==> src/rtl/pipe_field.sv <==
// Scrolling playfield for the pipe game: column shifter, bird/wall collision, BCD score.
// Optional high-score register is built when PIPE_FIELD_HISCORE_EN is defined.
module pipe_field #(
    parameter int COLS         = 8,
    parameter int SHIFT_PERIOD = 256,
    parameter int BIRD_COL     = 1
) (
    input  logic                clk,
    input  logic                reset,
    input  logic                start,
    input  logic [7:0]          pattern,
    input  logic [2:0]          bird_row,
    output logic [COLS*8-1:0]   field,
    output logic                shift_pulse,
    output logic                over,
    output logic [3:0]          score_ones,
    output logic [3:0]          score_tens,
    output logic [3:0]          hi_ones,
    output logic [3:0]          hi_tens
);

    typedef enum logic [1:0] {
        IDLE = 2'd0,
        RUN  = 2'd1,
        DEAD = 2'd2
    } state_t;

    localparam int            CW   = (SHIFT_PERIOD > 1) ? $clog2(SHIFT_PERIOD) : 1;
    localparam logic [CW-1:0] LAST = CW'(SHIFT_PERIOD - 1);

    state_t        state;
    state_t        state_nxt;
    logic [CW-1:0] count;
    logic [7:0]    cols [COLS];
    logic          clear;
    logic          hit;
    logic          shift_now;
    logic          pass_now;
    logic          score_max;

    // start low behaves exactly like reset for everything except the high score
    assign clear     = reset | ~start;
    assign hit       = (state == RUN) && cols[BIRD_COL][bird_row];
    assign shift_now = (state == RUN) && (count == LAST) && !hit;
    assign pass_now  = shift_now && (cols[BIRD_COL] != 8'h00);
    assign score_max = (score_tens == 4'd9) && (score_ones == 4'd9);

    // NOTE: every clocked block uses non-blocking assignments so all registers
    // sample pre-edge values, which the column shift below depends on.
    always_ff @(posedge clk) begin
        if (clear) state <= IDLE;
        else       state <= state_nxt;
    end

    // NOTE: default assignment first so no path through the case leaves
    // state_nxt unassigned and infers a latch.
    always_comb begin
        state_nxt = state;
        case (state)
            IDLE:    state_nxt = RUN;
            RUN:     if (hit) state_nxt = DEAD;
            DEAD:    state_nxt = DEAD;
            default: state_nxt = IDLE;
        endcase
    end

    always_comb begin
        over = 1'b0;
        if (state == DEAD) over = 1'b1;
    end

    // The counter freezes on the collision edge and stays frozen while DEAD
    always_ff @(posedge clk) begin
        if (clear)                      count <= '0;
        else if (state == RUN && !hit)  count <= (count == LAST) ? '0 : count + 1'b1;
    end

    // NOTE: this array is ordinary flops, not RAM, and must be cleared because
    // a soft restart has to blank the visible playfield.
    always_ff @(posedge clk) begin
        if (clear) begin
            for (int c = 0; c < COLS; c++) cols[c] <= 8'h00;
        end else if (shift_now) begin
            for (int c = 0; c < COLS - 1; c++) cols[c] <= cols[c+1];
            cols[COLS-1] <= pattern;
        end
    end

    always_ff @(posedge clk) begin
        if (clear) shift_pulse <= 1'b0;
        else       shift_pulse <= shift_now;
    end

    // Saturating two-digit BCD score
    always_ff @(posedge clk) begin
        if (clear) begin
            score_ones <= 4'd0;
            score_tens <= 4'd0;
        end else if (pass_now && !score_max) begin
            if (score_ones == 4'd9) begin
                score_ones <= 4'd0;
                score_tens <= score_tens + 4'd1;
            end else begin
                score_ones <= score_ones + 4'd1;
            end
        end
    end

    for (genvar c = 0; c < COLS; c++) begin : g_flat
        assign field[c*8 +: 8] = cols[c];
    end

`ifdef PIPE_FIELD_HISCORE_EN
    // Survives start-low restarts; only the hard reset forgets the best score
    always_ff @(posedge clk) begin
        if (reset) begin
            hi_ones <= 4'd0;
            hi_tens <= 4'd0;
        end else if (!clear && hit && ({score_tens, score_ones} > {hi_tens, hi_ones})) begin
            hi_ones <= score_ones;
            hi_tens <= score_tens;
        end
    end
`else
    assign hi_ones = 4'd0;
    assign hi_tens = 4'd0;
`endif

endmodule

==> config.mk <==
export PLATFORM = sky130hd
export DESIGN_NAME = pipe_field
export DESIGN_NICKNAME = d
export VERILOG_FILES = /design/src/rtl/pipe_field.sv
export SDC_FILE = /design/constraint.sdc
export NUM_CORES = 1
export LEC_CHECK = 0
export ABC_AREA = 1
export BUFFER_PORTS_ARGS = -buffer_cell sky130_fd_sc_hd__buf_2
export CORE_MARGIN = 2
export CORE_UTILIZATION = 40
export CTS_BUF_LIST = sky130_fd_sc_hd__clkbuf_16
export DETAILED_ROUTE_END_ITERATION = 6
export PLACE_DENSITY_LB_ADDON = 0.3
export SYNTH_ARGS = -nofsm -noshare
export SYNTH_HDL_FRONTEND = slang
export SYNTH_SLANG_ARGS = --single-unit
==> constraint.sdc <==
create_clock -name clk -period 4.9 [get_ports clk]
set_input_delay 0.98 -clock clk [delete_from_list [all_inputs] [get_ports clk]]
set_output_delay 0.98 -clock clk [all_outputs]
set_load 0.02 [all_outputs]
==> summary.txt <==
Placed design
  • DP HPWL: approximately 4900 um
  • Port bufs: 87
  • Placer Congestion: 0.823

Routing
  • Vias per cell: 4.46
  • Post-DRT Antenna Nets: 0
  • First DRT Iteration DRCs: 138
  • # DRC: 0
  • DR WL/cell: 11.7 um
  • Pre-antenna DRT Iters: 4
  • Detailed Route WL: 6840 um
  • Routed via count: roughly 2600

Synth
  • Predominant post-synthesis flop cell: edfxtp_1
  • Synth top area share: 51.4%
  • Synth Area per Inst: 9.95 um^2
  • Area leader, netlist: edfxtp_1
  • Synthesized flop and latch total: 83
  • Register area share after synthesis: between 60 and 70%
  • Warnings from Yosys: 0
  • Synthesized area: 3740 um^2
  • Yosys cell types: 29
  • Synth top area cells: edfxtp_1 (51%), dfxtp_1 (10%), inv_1 (8.7%)
  • EDFF count, synth: 64
  • Async set or reset register ratio after synthesis: 0%
  • Gate Count Post-Synth: approximately 380

Timing
  • Fin. Hold Viols: 0
  • Max_slew headroom: between 30% and 40%
  • Pins over their slew limit: 0
  • Final Cycle Share: between 50 and 60%
  • Final setup TNS: 0 ns
  • Worst Tran Pin Value: roughly 0.99 ns
  • Peak Freq: 354 MHz
  • Layout Skew: 0.00628 ns
  • Tmin final: around 2.8 ns
  • RSZ-0062 raised after global routing: no
  • Setup Viol. Count Final: 0

Cells and area
  • Util after Layout: about half
  • Antenna diodes: 0
  • Share of cells above drive strength 1: 26.5%
  • Area growth syn-to-layout: 21.1%
  • Commonest cells after routing, fill and taps aside: inv_1 (87), buf_2 (87), nor2_1 (71), edfxtp_1 (64), nand2_1 (39)
  • Final nets: 487

Clock network
  • CTS Hold Bufs: 0
  • Max Root-Sink Buffers: 2
  • CTS HTree Levels: 3
  • CTS tree: done
  • Clock sinks: 83
  • Post_cts resized: 0
  • Clk_lat worst skew: ~0.33 ns
  • Setup Buffers After CTS: 0
  • Clk root buf: clkbuf_16
  • Worst-path clk slew: 0.06 ns
  • CTS Buf Count: 9

Power and ir drop
  • Cell-internal power: around 1200 uW
  • Lkg Pwr: slightly above 0.002 uW
  • Pwr Density: about 350 nW/um^2
  • Worst vdd ir: around 200 uV
  • Psw: slightly below 400 uW
  • Reg power frac: 51.4%
  • Switching portion of total power: 25.3%
  • Comb pwr share: 8.7%
  • Clock power frac: about two fifths

Run status
  • Status: finished, final reports clean

Floorplan
  • Die area: 10100 um^2
  • Site Rows: 35
  • Core area: slightly above 9000 um^2
  • Chip width: 101 um
  • Initial Util: between 40% and 50%
  • Boundary Pins: 96
  • Die H: 101 um

Worst setup path
  • Worst r2r src: count[0]$_SDFFE_PP0P_
  • Worst EP required: 4.92 ns
  • RR Endpoint: cols[1][19]$_SDFFCE_PP0P_
  • CP startpoint kind: input pin
  • Crit Path Class: in -> reg
  • Critical path peak fanout: 32
  • R2R depth: 6
  • Critical Path End Type: flop
  • Worst R2R Setup Slack: 2.33 ns
  • CP arrival: 2.84 ns

Global routing
  • Largest net degree at the start of global routing: 50
  • First-pass GRT wire length: 11100 um
  • GR Overflow Total: 0
  • Total GRT Usage: 14.0%
  • Initial antenna violation count: 0
  • Number of global-route vias before repair: 2434

Worst hold path
  • Launch point of the worst hold path: count[7]$_SDFFE_PP0P_
  • Hold Path End: count[7]$_SDFFE_PP0P_
  • Hold depth: 2
  • Worst Hold Class: reg -> reg

Run
  • Number of max-cap violations: 0
stage by stage:
step           setup WS, ns  instance area [um^2]  std cells  power, uW  hold WS, ns
2_1_floorplan       0.00302                  3770        383        917        0.445
3_3_place_gp           1.77                  4260        567        958        0.477
3_5_place_dp           1.70                  4260        567        960        0.488
4_1_cts                2.04                  4530        582       1590        0.496
5_1_grt                1.89                  4530        582       1630        0.521
6_report               2.07                  4530        582       1570        0.490
worst max path at each step:
stage,startpoint,end,slack [ns],cells past startpoint
floorplan,bird_row[0],cols[0][0]$_SDFFCE_PN0P_,0.003,6
global placement,bird_row[0],cols[1][27]$_SDFFCE_PP0P_,1.77,8
detailed placement,bird_row[0],cols[1][30]$_SDFFCE_PP0P_,1.70,8
CTS,bird_row[0],cols[1][24]$_SDFFCE_PP0P_,2.04,8
global route,bird_row[0],cols[1][16]$_SDFFCE_PP0P_,1.89,8
finish,bird_row[0],cols[1][19]$_SDFFCE_PP0P_,2.07,8
flip-flops by register name, indices dropped and copies added (netlist names):
name / flops
score_ones: 4
shift_pulse: 1
cols: 64
score_tens: 4
count: 8
state: 2
routing by layer:
metal	wire, um	GRT usage [%]	vias up
li1	-	-	1337
met1	3080	18.2	1174
met2	3130	21.3	78
met3	540	4.79	7
met4	82	5.90	0
met5	0	0	-
power by group through the flow:
stage               clock, uW  sequential (uW)  combinational [uW]
finish                    627              807                 137
global route              669              811                 150
CTS                       640              807                 138
global placement            0              822                 136
floorplan                   0              862                55.0
detailed placement          0              822                 138
Yosys cell counts, types with 2 or more instances:
library cell   n
inv_1         87
nor2_1        71
edfxtp_1      64
nand2_1       39
dfxtp_1       19
a21oi_1       14
nand3_1       14
buf_4          9
nor2_4         9
nand4_1        8
ha_1           6
clkbuf_1       5
nor3_1         5
o21ai_0        5
xor2_1         4
inv_2          3
nand3_2        2
cell type report:
type | instances | area [um^2]
timing repair buffer | 89 | 450
inverter | 90 | 338
tap | 111 | 139
fill | 854 | 4620
clock buffer | 9 | 225
multi-input combinational | 194 | 1030
sequential | 83 | 2300
clock inverter | 6 | 50.0
cells by family (layout without fill, tap and decap cells):
logic type	count (synthesis)	in the layout	synth area share [%]
other	1	8	0.100
AND/OR/NAND/NOR	156	156	20.7
buffers and inverters	106	194	12.0
AO/OA/AOI/OAI	20	20	2.67
flip-flops	83	83	61.5
XOR/XNOR	4	4	0.936
adder cells (fa/ha/maj)	6	6	2.01
worst max-delay path, cell delays in order:
cell      delay (ns)
buf_2           0.13
inv_2           0.06
nand2_1         0.07
nand3_1         0.09
nand3b_2        0.12
nand3_4         0.16
o21ai_4         0.81
buf_4           0.40
No activity file was read; power rests on OpenSTA's default activity.
